File: src/rtl/trap_ctrl_if.sv
// Retirement/trap-report bundle between the core, trap_ctrl and the trap monitor.
interface trap_ctrl_if;
  logic        valid;
  logic [31:0] pc;
  logic [31:0] instruction;
  logic [31:0] a0;
  logic        overflow;
  logic        ack;
  logic        halt;
  logic        trap_valid;
  logic        program_finished;
  logic [2:0]  trap_code;
  logic [31:0] trap_pc;
  logic [31:0] trap_inst;
  logic [31:0] cycle_count;

  modport master (
    output valid, pc, instruction, a0, overflow, ack,
    input  halt, trap_valid, program_finished, trap_code, trap_pc, trap_inst, cycle_count
  );

  modport slave (
    input  valid, pc, instruction, a0, overflow, ack,
    output halt, trap_valid, program_finished, trap_code, trap_pc, trap_inst, cycle_count
  );
endinterface

File: src/rtl/trap_ctrl.sv
// Trap controller: detects ebreak/overflow/dead-loop/timeout, halts the core and reports once.
// Define TRAP_WATCHDOG_EN to enable the RUN-state watchdog (TIMEOUT trap).
module trap_ctrl #(
  parameter logic [31:0] WDOG_CYCLES  = 32'd1000000,
  parameter int unsigned STALL_LIMIT  = 16,
  parameter int unsigned DRAIN_CYCLES = 2
) (
  input logic        clk,
  input logic        rst,
  trap_ctrl_if.slave bus
);

  localparam logic [31:0] EBREAK     = 32'h00100073;
  localparam logic [2:0]  CODE_NONE  = 3'd0;
  localparam logic [2:0]  CODE_GOOD  = 3'd1;
  localparam logic [2:0]  CODE_BAD   = 3'd2;
  localparam logic [2:0]  CODE_OVF   = 3'd3;
  localparam logic [2:0]  CODE_DEAD  = 3'd4;
  localparam logic [2:0]  CODE_TMO   = 3'd5;
  localparam logic [15:0] STALL_MAX  = 16'(STALL_LIMIT);
  localparam logic [15:0] DRAIN_LAST = 16'(DRAIN_CYCLES - 1);

`ifdef TRAP_WATCHDOG_EN
  localparam bit WDOG_EN = 1'b1;
`else
  localparam bit WDOG_EN = 1'b0;
`endif

  typedef enum logic [1:0] {RUN, DRAIN, REPORT, HALTED} state_t;

  state_t      state;
  logic        halt_q;
  logic        trap_valid_q;
  logic        finished_q;
  logic [2:0]  code_q;
  logic [31:0] trap_pc_q;
  logic [31:0] trap_inst_q;
  logic [31:0] cycle_q;
  logic [15:0] stall_cnt;
  logic [31:0] prev_pc;
  logic        have_prev;
  logic [15:0] drain_cnt;

  logic        is_ebreak;
  logic        is_ovf;
  logic        same_pc;
  logic        is_dead;
  logic        is_tmo;
  logic [15:0] stall_next;
  logic [2:0]  trap_sel;

  // Trap sources resolved by priority: ebreak > overflow > dead-loop > timeout.
  always_comb begin
    is_ebreak  = bus.valid && (bus.instruction == EBREAK);
    is_ovf     = bus.valid && bus.overflow;
    same_pc    = bus.valid && have_prev && (bus.pc == prev_pc);
    stall_next = same_pc ? stall_cnt + 16'd1 : 16'd0;
    is_dead    = same_pc && (stall_next == STALL_MAX);
    is_tmo     = WDOG_EN && (cycle_q == WDOG_CYCLES - 32'd1);
    trap_sel   = CODE_NONE;
    if (is_ebreak)
      trap_sel = (bus.a0 == 32'd0) ? CODE_GOOD : CODE_BAD;
    else if (is_ovf)
      trap_sel = CODE_OVF;
    else if (is_dead)
      trap_sel = CODE_DEAD;
    else if (is_tmo)
      trap_sel = CODE_TMO;
  end

  always_ff @(posedge clk) begin
    if (rst) begin
      state        <= RUN;
      halt_q       <= 1'b0;
      trap_valid_q <= 1'b0;
      finished_q   <= 1'b0;
      code_q       <= CODE_NONE;
      trap_pc_q    <= 32'd0;
      trap_inst_q  <= 32'd0;
      cycle_q      <= 32'd0;
      stall_cnt    <= 16'd0;
      prev_pc      <= 32'd0;
      have_prev    <= 1'b0;
      drain_cnt    <= 16'd0;
    end else begin
      case (state)
        RUN: begin
          if (cycle_q != 32'hFFFF_FFFF)
            cycle_q <= cycle_q + 32'd1;
          if (bus.valid) begin
            prev_pc   <= bus.pc;
            have_prev <= 1'b1;
            stall_cnt <= stall_next;
          end
          if (trap_sel != CODE_NONE) begin
            code_q      <= trap_sel;
            trap_pc_q   <= bus.pc;
            trap_inst_q <= bus.instruction;
            halt_q      <= 1'b1;
            drain_cnt   <= 16'd0;
            // A zero-length drain goes straight to the report.
            if (DRAIN_CYCLES == 0) begin
              state        <= REPORT;
              trap_valid_q <= 1'b1;
              finished_q   <= (trap_sel == CODE_GOOD);
            end else begin
              state <= DRAIN;
            end
          end
        end
        DRAIN: begin
          if (drain_cnt == DRAIN_LAST) begin
            state        <= REPORT;
            trap_valid_q <= 1'b1;
            finished_q   <= (code_q == CODE_GOOD);
          end else begin
            drain_cnt <= drain_cnt + 16'd1;
          end
        end
        REPORT: begin
          if (bus.ack) begin
            state        <= HALTED;
            trap_valid_q <= 1'b0;
            finished_q   <= 1'b0;
          end
        end
        HALTED: begin
          state <= HALTED;
        end
        default: state <= RUN;
      endcase
    end
  end

  assign bus.halt             = halt_q;
  assign bus.trap_valid       = trap_valid_q;
  assign bus.program_finished = finished_q;
  assign bus.trap_code        = code_q;
  assign bus.trap_pc          = trap_pc_q;
  assign bus.trap_inst        = trap_inst_q;
  assign bus.cycle_count      = cycle_q;

endmodule

File: src/flat_wrapper.sv
// flat-port wrapper written by rule: the top's interface ports become plain ports
module trap_ctrl_flat 
#(
  parameter logic [31:0] WDOG_CYCLES  = 32'd1000000,
  parameter int unsigned STALL_LIMIT  = 16,
  parameter int unsigned DRAIN_CYCLES = 2
)
  (clk, rst, bus_valid, bus_pc, bus_instruction, bus_a0, bus_overflow, bus_ack, bus_halt, bus_trap_valid, bus_program_finished, bus_trap_code, bus_trap_pc, bus_trap_inst, bus_cycle_count);
  trap_ctrl_if bus_i ();
  input logic clk;
  input logic rst;
  input wire logic [$bits(bus_i.valid)-1:0] bus_valid;
  input wire logic [$bits(bus_i.pc)-1:0] bus_pc;
  input wire logic [$bits(bus_i.instruction)-1:0] bus_instruction;
  input wire logic [$bits(bus_i.a0)-1:0] bus_a0;
  input wire logic [$bits(bus_i.overflow)-1:0] bus_overflow;
  input wire logic [$bits(bus_i.ack)-1:0] bus_ack;
  output wire logic [$bits(bus_i.halt)-1:0] bus_halt;
  output wire logic [$bits(bus_i.trap_valid)-1:0] bus_trap_valid;
  output wire logic [$bits(bus_i.program_finished)-1:0] bus_program_finished;
  output wire logic [$bits(bus_i.trap_code)-1:0] bus_trap_code;
  output wire logic [$bits(bus_i.trap_pc)-1:0] bus_trap_pc;
  output wire logic [$bits(bus_i.trap_inst)-1:0] bus_trap_inst;
  output wire logic [$bits(bus_i.cycle_count)-1:0] bus_cycle_count;
  assign bus_i.valid = bus_valid;
  assign bus_i.pc = bus_pc;
  assign bus_i.instruction = bus_instruction;
  assign bus_i.a0 = bus_a0;
  assign bus_i.overflow = bus_overflow;
  assign bus_i.ack = bus_ack;
  assign bus_halt = bus_i.halt;
  assign bus_trap_valid = bus_i.trap_valid;
  assign bus_program_finished = bus_i.program_finished;
  assign bus_trap_code = bus_i.trap_code;
  assign bus_trap_pc = bus_i.trap_pc;
  assign bus_trap_inst = bus_i.trap_inst;
  assign bus_cycle_count = bus_i.cycle_count;
  trap_ctrl #(.WDOG_CYCLES(WDOG_CYCLES), .STALL_LIMIT(STALL_LIMIT), .DRAIN_CYCLES(DRAIN_CYCLES)) u_core (.clk(clk), .rst(rst), .bus(bus_i));
endmodule
File: config.mk
export PLATFORM = sky130hd
export DESIGN_NAME = trap_ctrl_flat
export DESIGN_NICKNAME = d
export VERILOG_FILES = /design/src/rtl/trap_ctrl_if.sv /design/src/rtl/trap_ctrl.sv /design/src/flat_wrapper.sv
export SDC_FILE = /design/constraint.sdc
export NUM_CORES = 1
export LEC_CHECK = 0
export ABC_AREA = 1
export CORE_UTILIZATION = 54
export DETAILED_ROUTE_END_ITERATION = 10
export HOLD_SLACK_MARGIN = 0.12
export PLACE_DENSITY_LB_ADDON = 0.25
export SLEW_MARGIN = 20
export SYNTH_ARGS = -nofsm -noshare
export SYNTH_HDL_FRONTEND = slang
export SYNTH_SLANG_ARGS = --single-unit
File: constraint.sdc
create_clock -name clk -period 4.4 [get_ports clk]
set_input_delay 0.88 -clock clk [delete_from_list [all_inputs] [get_ports clk]]
set_output_delay 0.88 -clock clk [all_outputs]
set_load 0.05 [all_outputs]
==> results of run 1 <==
cell type report:
| class | instances | area [um^2] |
|---|---|---|
| tap | 184 | 230 |
| fill | 1169 | 3700 |
| inverter | 146 | 548 |
| sequential | 169 | 3380 |
| timing repair buffer | 211 | 2100 |
| clock inverter | 14 | 241 |
| multi-input combinational | 861 | 4120 |
| clock buffer | 18 | 439 |
logic make-up (layout without fill, tap and decap cells):
family,Yosys count,after routing,share of synthesized area [%]
buffers and inverters,201,389,9.72
flip-flops,169,169,40.7
AO/OA/AOI/OAI,236,236,14.6
XOR/XNOR,22,22,2.32
AND/OR/NAND/NOR,599,599,32.1
adder cells (fa/ha/maj),4,4,0.603
where the power goes:
part           switching, uW  internal, uW  leakage [uW]
combinational            466           261       0.00245
clock                    643          1080      0.000331
sequential              57.4          1620       0.00138
worst max-delay path: stages:
cell and delay, ns:
clkdlybuf4s50_1 0.66, nand2_1 0.15, nor2_1 0.11, nand3_1 0.07, nor2_1 0.14, nand2_1 0.07, nor2_1 0.21, nand2_1 0.12
a21oi_1 0.12, o21ai_1 0.15, nand4_4 0.14, buf_4 0.63, nand4_1 0.26, a21oi_1 0.22
cells in the mapped netlist:
library cell,instances,area [um^2]
nand2_1,272,1020
dfxtp_1,169,3380
a21oi_1,150,751
inv_1,140,526
nand3_1,109,546
nor2_1,106,398
o21ai_0,69,345
nand4_1,51,319
clkbuf_1,36,135
nor3_1,24,120
nor4_1,20,125
buf_2,12,60.1
xor2_1,12,105
xnor2_1,10,87.6
o21ai_1,6,30.0
a211oi_1,5,37.5
buf_6,5,56.3
inv_2,5,18.8
ha_1,4,50.1
nor2_2,4,25.0
or2_2,4,25.0
buf_1,2,7.51
nand3b_1,2,15.0
nor3b_1,2,15.0
o211ai_1,2,15.0
o21a_1,2,15.0
or4_1,2,15.0
a31o_2,1,8.76
clkinv_1,1,3.75
nand2_2,1,6.26
nand4_4,1,21.3
nor3_2,1,10.0
o22ai_1,1,6.26
registers in the layout, indices dropped and copies added, names as in the netlist:
register,count
u_core.bus.cycle_count,32
u_core.bus.trap_inst,32
u_core.bus.trap_pc,32
u_core.prev_pc,32
u_core.drain_cnt,16
u_core.stall_cnt,16
u_core.bus.trap_code,3
u_core.state,2
u_core.bus.halt,1
u_core.bus.program_finished,1
u_core.bus.trap_valid,1
u_core.have_prev,1
stage by stage:
stage	utilization (%)	std cells	instance area, um^2	power [uW]	hold WS (ns)
after floorplan	-	1231	8300	2150	0.440
after global placement	70.3	1571	10400	2410	0.451
after detailed placement	70.3	1571	10400	2430	0.457
after CTS	74.9	1603	11100	4130	0.467
after global routing	74.9	1603	11100	4270	0.489
final	74.9	1603	11100	4130	0.465
final timing paths:
path	end	cells past startpoint
worst max register to register	u_core.drain_cnt[12]	14
worst max-delay path	u_core.drain_cnt[12]	14
worst min-delay path	u_core.bus.trap_code[0]	2
worst min register to register	u_core.bus.trap_code[0]	2
per-layer routing:
layer / GRT usage, % / wire (um) / vias to the layer above
met5: 0 / 0 / -
met4: 16.5 / 990 / 0
met3: 5.27 / 1460 / 82
met2: 53.1 / 12300 / 369
li1: - / - / 4422
met1: 37.3 / 10100 / 4140
==> summary.md, run 1 <==
| Metric | Value |
|---|---|
| Max-Cap Viols | 0 |
| Register area share after synthesis | 40.7% |
| Crit Path Class | in -> reg |
| Routed vias | 9013 |
| Diodes inserted | 0 |
| Die area | 0.0159 mm^2 |
| Clk buf depth | 2 |
| Detailed Route Iter0 Violations | 839 |
| Vias in the first global route | 8345 |
| Clock Latency Late Sink | 0.44 ns |
| Final-stage net count | 1511 |
| Final setup skew | 0.00795 ns |
| Most frequent cells in the layout | nand2_1, clkdlybuf4s50_1, dfxtp_1 |
| Status | complete, no violations |
| Hold Vio Cnt, Final | 0 |
| IR drop worst, VDD | 0.302 mV |
| DRC viols | 0 |
| Clock root buffer | clkbuf_16 |
| Cell area after synthesis | 0.00830 mm^2 |
| Post-synthesis register bit count | 169 |
| RD Place Congestion | 0.886 |
| DP Worst Slack | 0.495 ns |
| Clock Sinks | 169 |
| Syn-to-layout area delta | 33.2% |
| Gr ovfl total | 0 |
| Syn Nets | 1336 |
| Initial antenna violation count | 0 |
| Post-CTS sizing | 0 |
| Critical Path Fanout Max | 81 |
| Crit path capture type | flip-flop |
| DRT Pass-1 Iters | 5 |
| Synth warn | 0 |
| Post-CTS Setup Inserts | 0 |
| Power Density | 374 mW/mm^2 |
| Port bufs | 202 |
| Aggregate global-route resource usage | 31.0% |
| Post-route setup TNS | 0 ns |
| Worst-Margin Slew | 1.11 ns |
| Die W | 126 um |
| Critical Path RT | 4.75 ns |
| CTS Buf Count | 17 |
| Final min period | 3.65 ns |
| Netlist cell types | 33 |
| R2R Path Start | u_core.stall_cnt[0] |
| Lkg Pwr | 0.00416 uW |
| Hpwl dp | 17000 um |
| Global-route wire length before repair | 39600 um |
| HP Class | reg -> reg |
| Period utilization | 82.9% |
| Final setup violation count | 0 |
| Most common cell after layout, fill and taps aside | nand2_1 |
| DR WL/cell | 15.5 um |
| Share of post-route cells with drive strength above 1 | 4.23% |
| Core Region | 0.0148 mm^2 |
| Max-slew violations | 0 |
| I/O pin count | 203 |
| Antenna Nets Post-Route | 0 |
| Reg clk slew, reported paths | 0.07 ns |
| Post-Syn Instances | 1231 |
| Unrepaired setup endpoints after global routing | no |
| Final Worst Setup Slack | 0.752 ns |
| CTS tree | built |
| Starting Density | 56.3% |
| Cts-stage hold buffer count | 0 |
| Cell Rows | 44 |
| Relative slew slack | 26.2% |
| Startpoint Class | input port |
| Worst hold start | u_core.bus.trap_code[0] |
| Synthesized area per cell | 6.74 um^2 |
| Vias per cell | 5.62 |
| R2R Setup Slk | 1.25 ns |
| CTS H-Tree Depth | 4 |
| Max frequency | 274 MHz |
| WL final | 24900 um |
| Worst EP arrival | 4.00 ns |
| Maximum number of pins on one net before global-route repair | 103 |
| Die height | 126 um |
| CP startpoint | bus_valid |
Power figures use the tool's default switching activity.
==> run 2, diff against run 1 <==
CORE_UTILIZATION = 50   (was 54)
clock period = 3.5 ns   (was 4.4 ns; I/O delays follow)
==> summary.md, run 2 (same netlist as run 1, synthesis figures left out) <==
| Metric | Value |
|---|---|
| Gr ovfl total | 0 |
| Maximum number of pins on one net before global-route repair | 88 |
| Critical Path RT | 3.83 ns |
| Share of post-route cells with drive strength above 1 | 5.16% |
| Hpwl dp | 17800 um |
| Clock root buffer | clkbuf_16 |
| Aggregate global-route resource usage | 29.0% |
| Relative slew slack | 36.7% |
| Crit Path Class | in -> reg |
| Clk buf depth | 2 |
| Most common cell after layout, fill and taps aside | nand2_1 |
| I/O pin count | 203 |
| Clock Latency Late Sink | 0.44 ns |
| Post-CTS sizing | 0 |
| Critical Path Fanout Max | 56 |
| Finished Cell Area | 0.0111 mm^2 |
| Unrepaired setup endpoints after global routing | no |
| Cell Rows | 46 |
| Vias per cell | 5.40 |
| Cts-stage hold buffer count | 0 |
| Routed vias | 8905 |
| Power Density | 437 mW/mm^2 |
| IR drop worst, VDD | 0.373 mV |
| Worst Hold Path Cells | 2 |
| Area after DPL | 0.0105 mm^2 |
| Post-layout util | 69.1% |
| Worst EP arrival | 3.24 ns |
| Reg clk slew, reported paths | 0.07 ns |
| Final setup skew | 0.0141 ns |
| Cell Chain, Critical Path | clkdlybuf4s50_1 > xnor2_1 > nand2_1 > nor2_1 > nand2_1 > nor2_1 > nand4_1 > clkinv_1 > nand2_1 > nor2_1 > nand4_4 > nand2_2 > buf_12 > nor2_1 > nand2_1 > nand2_1 |
| CTS H-Tree Depth | 4 |
| HP Class | reg -> reg |
| Hold Vio Cnt, Final | 0 |
| Register-to-Register Path Depth | 13 |
| RD Place Congestion | 0.887 |
| Core Region | 0.0161 mm^2 |
| Status | complete, no violations |
| Post-CTS Setup Inserts | 0 |
| Die W | 131 um |
| DRC viols | 0 |
| Worst-Margin Slew | 0.950 ns |
| CTS tree | built |
| Max-slew violations | 0 |
| Detailed Route Iter0 Violations | 708 |
| Die area | 0.0171 mm^2 |
| Max-Cap Viols | 0 |
| Crit path capture type | flip-flop |
| Hold slack | 0.469 ns |
| Final setup violation count | 0 |
| Initial antenna violation count | 0 |
| Lkg Pwr | 0.00417 uW |
| CP peak stage delay | 0.61 ns |
| Syn-to-layout area delta | 33.6% |
| DRT Pass-1 Iters | 5 |
| Final min period | 2.91 ns |
| WL final | 24600 um |
| Most frequent CP cell | nand2_1 |
| Global-route wire length before repair | 38800 um |
| Port bufs | 202 |
| Die height | 131 um |
| Clock Sinks | 169 |
| Period utilization | 83.1% |
| Vias in the first global route | 8048 |
| Final-stage net count | 1525 |
| Post-route setup TNS | 0 ns |
| CTS Buf Count | 17 |
| Startpoint Class | input port |
| Starting Density | 51.7% |
| Max frequency | 344 MHz |
| Antenna Nets Post-Route | 0 |
| Worst path slowest cell | clkdlybuf4s50_1 |
| Diodes inserted | 0 |
| DR WL/cell | 14.9 um |
| Most frequent cells in the layout | nand2_1, clkdlybuf4s50_1, dfxtp_1 |
[run 2: final timing paths]
kind | startpoint | end | slack, ns
min | u_core.prev_pc[21] | u_core.prev_pc[21] | 0.47
max | bus_pc[24] | u_core.bus.trap_code[0] | 0.59
max reg2reg | u_core.bus.cycle_count[0] | u_core.bus.cycle_count[29] | 0.84
min reg2reg | u_core.prev_pc[21] | u_core.prev_pc[21] | 0.47
[run 2: per-layer routing]
metal,vias up,GRT usage [%],wire length (um)
li1,4463,-,-
met1,4085,35.8,10400
met3,55,5.42,1300
met4,0,11.9,706
met5,-,0,0
met2,302,49.5,12200
[run 2: metrics by stage]
step / worst slack [ns] / power (uW) / cells
4_1_cts: 0.631 / 4860 / 1649
3_5_place_dp: 0.173 / 3070 / 1617
5_1_grt: 0.308 / 5050 / 1649
2_1_floorplan: 1.03 / 2700 / 1231
6_report: 0.592 / 4850 / 1649
3_3_place_gp: 0.199 / 3060 / 1617
[run 2: critical path, delay by kind of cell]
family                    cells  cell delay (ns)
buffers and inverters         3             0.91
and+or+nand+nor              12             1.44
xor gates and xnor gates      1             0.15
[run 2: where the power goes]
part / total (uW) / internal (uW) / switching, uW
Combinational: 929 / 340 / 589
Clock: 1810 / 936 / 871
Sequential: 2110 / 2030 / 75.6
Total: 4850 / 3310 / 1540
[run 2: area by class of cell]
cell class / instances / area (um^2)
Fill cell: 1390 / 4970
Multi-Input combinational cell: 861 / 4120
Sequential cell: 169 / 3380
Timing Repair Buffer: 225 / 2220
Inverter: 146 / 548
Clock buffer: 17 / 425
Tap cell: 216 / 270
Clock inverter: 15 / 130
